[src/rtl/tbl_lookup_rd.sv]
// tbl_lookup_rd: read-side lookup engine for a synchronous table RAM.
// Takes tagged requests, drives RAM port B, absorbs the one-cycle read
// latency and returns tagged results through a two-entry output FIFO.
// A snoop of RAM port A gives write-first data on same-cycle collisions.
module tbl_lookup_rd #(
    parameter int ADDR_BITS = 5,
    parameter int DATA_BITS = 38,
    parameter int TAG_BITS  = 8
) (
    input  logic                 clk,
    input  logic                 rst,

    // request side
    input  logic                 req_valid,
    output logic                 req_ready,
    input  logic [ADDR_BITS-1:0] req_addr,
    input  logic [TAG_BITS-1:0]  req_tag,

    // RAM read port B
    output logic                 mem_enb,
    output logic [ADDR_BITS-1:0] mem_addrb,
    input  logic [DATA_BITS-1:0] mem_doutb,

    // snoop of RAM write port A
    input  logic                 wr_en,
    input  logic [ADDR_BITS-1:0] wr_addr,
    input  logic [DATA_BITS-1:0] wr_data,

    // response side
    output logic                 rsp_valid,
    input  logic                 rsp_ready,
    output logic [DATA_BITS-1:0] rsp_data,
    output logic [TAG_BITS-1:0]  rsp_tag
);

    localparam int DEPTH = 2;

    typedef struct packed {
        logic [DATA_BITS-1:0] data;
        logic [TAG_BITS-1:0]  tag;
    } entry_t;

    // ------------------------------------------------------------------
    // State
    // ------------------------------------------------------------------
    // In-flight stage: one RAM read outstanding.
    logic                 inflight_q, inflight_d;
    logic                 byp_q,      byp_d;
    logic [TAG_BITS-1:0]  inf_tag_q,  inf_tag_d;
    logic [DATA_BITS-1:0] byp_data_q, byp_data_d;

    // Output FIFO.
    entry_t               fifo_q [DEPTH];
    entry_t               fifo_d [DEPTH];
    logic                 head_q,  head_d;
    logic                 tail_q,  tail_d;
    logic [1:0]           count_q, count_d;

    // ------------------------------------------------------------------
    // Handshake terms
    // ------------------------------------------------------------------
    logic       acc;
    logic       pop;
    logic       push;
    logic [1:0] occ;
    entry_t     push_entry;

    // Credit check and request/response handshakes.
    always_comb begin
        rsp_valid = (count_q != 2'd0);
        pop       = rsp_valid & rsp_ready;
        // Everything accepted but not yet popped: queued plus the read in flight.
        occ       = count_q + {1'b0, inflight_q};
        // A pop in this cycle frees a slot, so rsp_ready reaches req_ready
        // combinationally; this keeps one lookup per cycle under streaming.
        req_ready = !rst && ((occ - {1'b0, pop}) < 2'd2);
        acc       = req_valid & req_ready;
        mem_enb   = acc;
        mem_addrb = req_addr;
    end

    // Response outputs come straight from the FIFO head entry.
    always_comb begin
        rsp_data = fifo_q[head_q].data;
        rsp_tag  = fifo_q[head_q].tag;
    end

    // ------------------------------------------------------------------
    // In-flight stage
    // ------------------------------------------------------------------
    // Capture tag and collision information alongside the RAM read.
    always_comb begin
        // NOTE: every variable gets a default before any branch so that no
        // path leaves it unassigned; otherwise a latch is inferred.
        inflight_d = acc;
        byp_d      = byp_q;
        inf_tag_d  = inf_tag_q;
        byp_data_d = byp_data_q;
        if (acc) begin
            // A write landing on the same address in the same cycle wins
            // over the RAM's read-first output.
            byp_d      = wr_en && (wr_addr == req_addr);
            inf_tag_d  = req_tag;
            byp_data_d = wr_data;
        end
    end

    // Select the returning entry: bypass data on collision, RAM data otherwise.
    always_comb begin
        push            = inflight_q;
        push_entry.data = byp_q ? byp_data_q : mem_doutb;
        push_entry.tag  = inf_tag_q;
    end

    // ------------------------------------------------------------------
    // Output FIFO
    // ------------------------------------------------------------------
    // Pointer, count and storage updates for the two-entry FIFO.
    always_comb begin
        fifo_d = fifo_q;
        head_d = head_q;
        tail_d = tail_q;
        count_d = count_q;

        if (push) begin
            fifo_d[tail_q] = push_entry;
            tail_d         = ~tail_q;
        end
        if (pop) begin
            head_d = ~head_q;
        end

        // Push and pop together leave the count unchanged.
        unique case ({push, pop})
            2'b10:   count_d = count_q + 2'd1;
            2'b01:   count_d = count_q - 2'd1;
            default: count_d = count_q;
        endcase
    end

    // ------------------------------------------------------------------
    // Registers
    // ------------------------------------------------------------------
    // Control state: cleared by reset, which discards any pending responses.
    always_ff @(posedge clk or posedge rst) begin
        // NOTE: sequential state uses non-blocking assignments so every flop
        // samples pre-edge values regardless of block ordering.
        if (rst) begin
            inflight_q <= 1'b0;
            byp_q      <= 1'b0;
            head_q     <= 1'b0;
            tail_q     <= 1'b0;
            count_q    <= 2'd0;
        end else begin
            inflight_q <= inflight_d;
            byp_q      <= byp_d;
            head_q     <= head_d;
            tail_q     <= tail_d;
            count_q    <= count_d;
        end
    end

    // Data-path storage: only ever read when qualified by valid control state.
    always_ff @(posedge clk) begin
        // NOTE: payload storage is deliberately not reset; control state
        // guards every use, and leaving it out keeps reset fan-out small.
        inf_tag_q  <= inf_tag_d;
        byp_data_q <= byp_data_d;
        for (int i = 0; i < DEPTH; i++) begin
            fifo_q[i] <= fifo_d[i];
        end
    end

endmodule

[config.mk]
export PLATFORM = sky130hd
export DESIGN_NAME = tbl_lookup_rd
export DESIGN_NICKNAME = d
export VERILOG_FILES = /design/src/rtl/tbl_lookup_rd.sv
export SDC_FILE = /design/constraint.sdc
export NUM_CORES = 1
export LEC_CHECK = 0
export CAP_MARGIN = 20
export CORE_ASPECT_RATIO = 1.1
export CORE_MARGIN = 4
export CORE_UTILIZATION = 40
export DETAILED_ROUTE_END_ITERATION = 7
export GPL_ROUTABILITY_DRIVEN = 1
export PLACE_DENSITY_LB_ADDON = 0.08
export SKIP_LAST_GASP = 1
export SLEW_MARGIN = 20
export SYNTH_ARGS = -nofsm -noshare
export SYNTH_HDL_FRONTEND = slang
export SYNTH_SLANG_ARGS = --single-unit
[constraint.sdc]
create_clock -name clk -period 6.6 [get_ports clk]
set_input_delay 1.32 -clock clk [delete_from_list [all_inputs] [get_ports clk]]
set_output_delay 1.32 -clock clk [all_outputs]
set_load 0.03 [all_outputs]
==> run_results.csv, run 1 <==
group,metric,value,unit
clock_tree,clk_pin_slew,0.06,ns
setup_path,slowest_delay,0.68,ns
detailed_routing,ant_nets,0,
power,cellLeakagePower,2.64,nW
placed_design,post_dp_cell_area,7240,um^2
placed_design,io_buffers,152,
die,core,13400,um^2
power,irDropWorstVdd,0.000160,V
die,start_util,41.3,%
detailed_routing,drtPass1Iterations,4,
logic_synthesis,ys_seq_elements,144,
run,drv_cap,0,
logic_synthesis,synth_nets,369,
detailed_routing,viasPerCell,4.64,
timing,slew_headroom,33.3,%
timing,slew_viol_final,0,
timing,worst_slew_pin_slew,1.00,ns
detailed_routing,wl,10800,um
die,fp.dieH,131,um
die,ioPinCount,153,
logic_synthesis,avgSynthCellArea,20.5,um^2
final_layout,nFillCells,1052,
setup_path,start_kind,"input port",
setup_path,end_kind,"output port",
die,die_w,120,um
timing,fin_crit,4.46,ns
clock_tree,cts_buffers,17,
setup_path,cp_num_buf_inv,2,
clock_tree,holdBufCountCts,0,
grt,grt_pass1_vias,3348,
setup_path,cp_max_fo,5,
detailed_routing,num_vias,2917,
clock_tree,cts_tree,"yes",
die,die_area,15800,um^2
status,outcome,"complete, no violations",
placed_design,dpl.hpwl,6890,um
placed_design,place_congestion,0.676,
logic_synthesis,syn-cell-area,5530,um^2
logic_synthesis,yosysWarnings,0,
timing,max_clock_freq,0.224,GHz
clock_tree,worstSkewPairLatency,0.41,ns
logic_synthesis,synthCells,270,
final_layout,final_cell_mix,"152 x clkdlybuf4s50_1, 138 x edfxtp_1, 73 x mux2_2",
final_layout,final_cell_area,7770,um^2
clock_tree,cts.htree.levels,4,
setup_path,critPathKind,"in -> out",
hold_path,holdCritPathClass,"reg -> reg",
final_layout,final_common_cell,"clkdlybuf4s50_1",
timing,fin_skew,0.00487,ns
clock_tree,cts_resized,0,
clock_tree,clockRootBuffer,"clkbuf_16",
timing,fin_ws,2.14,ns
setup_path,cp_top_family,"buffers and inverters",
grt,grt_max_degree,48,
logic_synthesis,synth.distinct_cells,22,
grt,grt_overflow,0,
final_layout,num_antenna_cells,0,
placed_design,dp_slack,2.12,ns
timing,setup_viol,0,
grt,grt_usage,14.4,%
clock_tree,clock_path_buffers,2,
setup_path,worstPathArrival,3.14,ns
clock_tree,post_cts_buffers,0,
clock_tree,cts_sinks,144,
timing,min_period_over_period,67.5,%
setup_path,path_cells,"clkdlybuf4s50_1 > nor2b_4 > mux2i_1 > nor2_1 > nor2_1 > clkdlybuf4s50_1",
logic_synthesis,ys_seq_area_share,77.7,%
timing,timing_hold_violations_final,0,
detailed_routing,avgRoutedWirePerCell,17.3,um
setup_path,crit_required,5.28,ns
setup_path,cp_slowest_cell,"clkdlybuf4s50_1",
grt,antenna_found_initial,0,
timing,rsz0062_at_grt,"no",
final_layout,final_nets,530,
timing,tns,0,ns
grt,grt_pass1_wl,17300,um
final_layout,syn2layout_area_growth,40.5,%
die,rows,44,
detailed_routing,drt_drc_violations_left,0,
detailed_routing,drt_iter0_drc,178,
final_layout,final_layout_size_suffix_gt1_share,25.7,%
timing,timing.hold.ws,0.447,ns
power,power_density,354,nW/um^2
## cells by family after synthesis
| family | count (synthesis) | synth area share, % |
|---|---|---|
| DFF | 144 | 77.7 |
| muxes | 87 | 17.7 |
| xor gates and xnor gates | 8 | 1.27 |
| and+or+nand+nor | 13 | 1.38 |
| AOI/OAI and AO/OA | 2 | 0.317 |
| buffers and inverters | 16 | 1.63 |
## routing by layer
| layer | global-route usage, % | vias up | share of wire, % |
|---|---|---|---|
| li1 | - | 1372 | - |
| met1 | 16.8 | 1425 | 41 |
| met2 | 23.5 | 107 | 50 |
| met3 | 6.53 | 13 | 8.0 |
| met4 | 5.35 | 0 | 1.4 |
| met5 | 0 | - | 0 |
## stage by stage
step | cells | power, mW | util [%]
3_5_place_dp | 596 | 1.93 | 54.1
6_report | 628 | 2.75 | 58.1
4_1_cts | 628 | 2.80 | 58.1
2_1_floorplan | 270 | 1.61 | -
5_1_grt | 628 | 2.87 | 58.1
3_3_place_gp | 596 | 1.93 | 54.1
## state kept, by name (all words and copies together), names as in the netlist
signal / flops
fifo_q: 92
byp_data_q: 38
inf_tag_q: 8
count_q: 2
byp_q: 1
head_q: 1
inflight_q: 1
tail_q: 1
## final timing paths
check	from	slack, ns	cells past startpoint	to
max	rsp_ready	2.14	6	req_ready
min	inf_tag_q[0]	0.45	0	fifo_q[0]
max reg2reg	inflight_q	4.53	5	byp_data_q[3]
min reg2reg	inf_tag_q[0]	0.45	0	fifo_q[0]
max in group asynchronous	rst	5.20	2	byp_q
min in group asynchronous	rst	1.19	2	count_q[1]
## Yosys cell counts
| master | instances | area share (%) |
|---|---|---|
| nor2b_4 | 1 | 0.25 |
| mux2_4 | 1 | 0.27 |
| mux2_1 | 11 | 2.2 |
| mux2i_1 | 2 | 0.36 |
| o21ai_2 | 1 | 0.16 |
| buf_4 | 5 | 0.68 |
| and3_1 | 1 | 0.11 |
| inv_1 | 2 | 0.14 |
| nor2b_1 | 2 | 0.23 |
| edfxtp_1 | 138 | 75 |
| nor2_1 | 2 | 0.14 |
| nor4_1 | 1 | 0.11 |
| xnor2_1 | 2 | 0.32 |
| a21oi_2 | 1 | 0.16 |
| mux2_2 | 73 | 15 |
| or2_2 | 1 | 0.11 |
| nand2_1 | 3 | 0.20 |
| xor2_1 | 6 | 0.95 |
| nand2b_1 | 1 | 0.11 |
| dfrtp_1 | 6 | 2.7 |
| buf_2 | 9 | 0.81 |
| and2_1 | 1 | 0.11 |
## layout make-up
type / instances / area, um^2 / area share, %
sequential: 144 / 4300 / 55.3
timing repair buffer: 156 / 1550 / 20.0
multi-input combinational: 110 / 1150 / 14.9
tap: 184 / 230 / 2.96
clock inverter: 14 / 98.8 / 1.27
clock buffer: 18 / 429 / 5.53
inverter: 2 / 7.51 / 0.0966
## worst register-to-register path, delay by kind of cell, from the launching register on
| kind | cells | cell delay (ns) |
|---|---|---|
| muxes | 1 | 0.28 |
| and+or+nand+nor | 1 | 0.20 |
| DFF | 1 | 0.46 |
| buffers and inverters | 2 | 0.64 |
| AOI/OAI and AO/OA | 1 | 0.11 |
## report_power, final
| group | internal (mW) | switching (mW) |
|---|---|---|
| Sequential | 1.10 | 0.0437 |
| Clock | 0.508 | 0.346 |
| Combinational | 0.354 | 0.399 |
Power figures use the tool's default switching activity.
==> run 2, diff against run 1 <==
==> constraint.sdc (replaced) <==
create_clock -name clk -period 4.57 [get_ports clk]
set_input_delay 0.914 -clock clk [delete_from_list [all_inputs] [get_ports clk]]
set_output_delay 0.914 -clock clk [all_outputs]
set_load 0.03 [all_outputs]
==> run_results.csv, run 2 (synthesized netlist as in run 1, its figures left out) <==
group,metric,value,unit
grt,grt_usage,14.2,%
final_layout,final_nets,531,
setup_path,crit_required,3.66,ns
placed_design,place_congestion,0.693,
setup_path,r2r-end,"byp_data_q[13]",
hold_path,whs_endpoint,"fifo_q[1]",
placed_design,dpl.hpwl,6890,um
clock_tree,clock_path_buffers,2,
timing,slew_headroom,33.9,%
final_layout,regMostFlops,"fifo_q",
status,outcome,"complete, no violations",
final_layout,final_common_cell,"clkdlybuf4s50_1",
setup_path,critPathKind,"in -> out",
detailed_routing,num_vias,2950,
timing,rsz0062_at_grt,"no",
setup_path,r2r_start,"inflight_q",
power,irDropWorstVdd,0.000227,V
final_layout,largest_register_ffs,92,
grt,grt_pass1_wl,16600,um
timing,min_period_over_period,78.9,%
die,die_area,15800,um^2
clock_tree,cts_sinks,144,
clock_tree,clockRootBuffer,"clkbuf_16",
hold_path,holdPathStages,0,
setup_path,path_cells,"clkdlybuf4s50_1 > nor2b_4 > mux2i_1 > o21ai_2 > inv_2 > clkdlybuf4s50_1",
die,core,13400,um^2
final_layout,final_cell_mix,"152 x clkdlybuf4s50_1, 138 x edfxtp_1, 73 x mux2_2",
timing,fin_crit,3.60,ns
setup_path,reg2regPathDepth,5,
final_layout,nFillCells,1054,
setup_path,end_kind,"output port",
final_layout,num_antenna_cells,0,
die,die_w,120,um
setup_path,slowest_delay,0.67,ns
setup_path,cp_max_fo,5,
setup_path,path_common_cell,"clkdlybuf4s50_1",
detailed_routing,drt_drc_violations_left,0,
setup_path,rrSetupSlack,2.54,ns
detailed_routing,viasPerCell,4.69,
final_layout,syn2layout_area_growth,42.4,%
clock_tree,cts_resized,0,
detailed_routing,drtPass1Iterations,4,
detailed_routing,wl,10700,um
clock_tree,holdBufCountCts,0,
timing,setup_viol,0,
detailed_routing,ant_nets,0,
grt,grt_max_degree,48,
run,drv_cap,0,
grt,antenna_found_initial,1,
die,start_util,41.3,%
timing,fin_skew,0.00589,ns
hold_path,holdCritPathClass,"reg -> reg",
grt,grt_overflow,0,
setup_path,cp_slowest_cell,"clkdlybuf4s50_1",
setup_path,cp_top_family,"buffers and inverters",
detailed_routing,avgRoutedWirePerCell,17.0,um
clock_tree,clk_pin_slew,0.06,ns
hold_path,worstHoldStart,"inf_tag_q[1]",
final_layout,reg_top3,"fifo_q x92, byp_data_q x38, inf_tag_q x8",
setup_path,cp_num_buf_inv,3,
grt,grt_pass1_vias,3223,
clock_tree,cts_buffers,17,
clock_tree,cts.htree.levels,4,
clock_tree,cts_tree,"yes",
die,fp.dieH,131,um
detailed_routing,drt_iter0_drc,137,
setup_path,worstPathArrival,2.69,ns
clock_tree,worstSkewPairLatency,0.41,ns
die,rows,44,
timing,slew_viol_final,0,
timing,tns,0,ns
timing,max_clock_freq,0.277,GHz
timing,timing_hold_violations_final,0,
final_layout,final_util,58.9,%
final_layout,final_layout_size_suffix_gt1_share,26.1,%
die,ioPinCount,153,
clock_tree,post_cts_buffers,0,
placed_design,io_buffers,152,
power,cellLeakagePower,2.69,nW
power,power_density,534,nW/um^2
setup_path,start_kind,"input port",
timing,worst_slew_pin_slew,0.992,ns
## run 2: cell types whose count changed in the layout (fill, tap and decap cells not counted)
cell and change:
clkinv_4 +1, clkinv_1 -3, bufinv_16 +4, buf_4 +1
clkbuf_1 +2, inv_6 -1, clkinvlp_4 -1, clkinv_2 -2
## run 2: how the worst max path moves through the flow
stage | start | end | slack [ns] | cells past startpoint
global route | rsp_ready | req_ready | 0.87 | 6
floorplan | rsp_ready | mem_enb | 1.23 | 4
global placement | rsp_ready | mem_enb | 0.99 | 6
detailed placement | rsp_ready | mem_enb | 0.96 | 6
finish | rsp_ready | mem_enb | 0.97 | 6
CTS | rsp_ready | mem_enb | 0.96 | 6
## run 2: metrics by stage
stage | setup slack [ns] | hold WS (ns) | total power [mW] | cells | instance area, um^2
5_1_grt | 0.866 | 0.456 | 4.38 | 629 | 7870
2_1_floorplan | 1.23 | 0.421 | 2.32 | 270 | 5530
3_5_place_dp | 0.961 | 0.431 | 2.79 | 597 | 7250
6_report | 0.965 | 0.445 | 4.20 | 629 | 7870
4_1_cts | 0.958 | 0.444 | 4.26 | 629 | 7870
3_3_place_gp | 0.987 | 0.424 | 2.79 | 597 | 7250
## run 2: area by class of cell
class / count / area (um^2) / share of cell area [%]
timing repair buffer: 157 / 1560 / 19.8
sequential: 144 / 4300 / 54.6
clock buffer: 20 / 437 / 5.55
clock inverter: 12 / 190 / 2.42
inverter: 2 / 7.51 / 0.0953
tap: 184 / 230 / 2.92
multi-input combinational: 110 / 1150 / 14.7
## run 2: report_power, final
group          switching (mW)  internal, mW
logic                   0.541         0.518
clock network           0.497         0.962
registers              0.0927          1.59
## run 2: metal layers
metal | vias to the layer above | wire, um | GRT usage (%)
met5 | - | 13 | 0
met4 | 2 | 165 | 5.73
met3 | 16 | 967 | 7.22
met2 | 110 | 5210 | 22.7
met1 | 1450 | 4340 | 16.1
li1 | 1372 | - | -
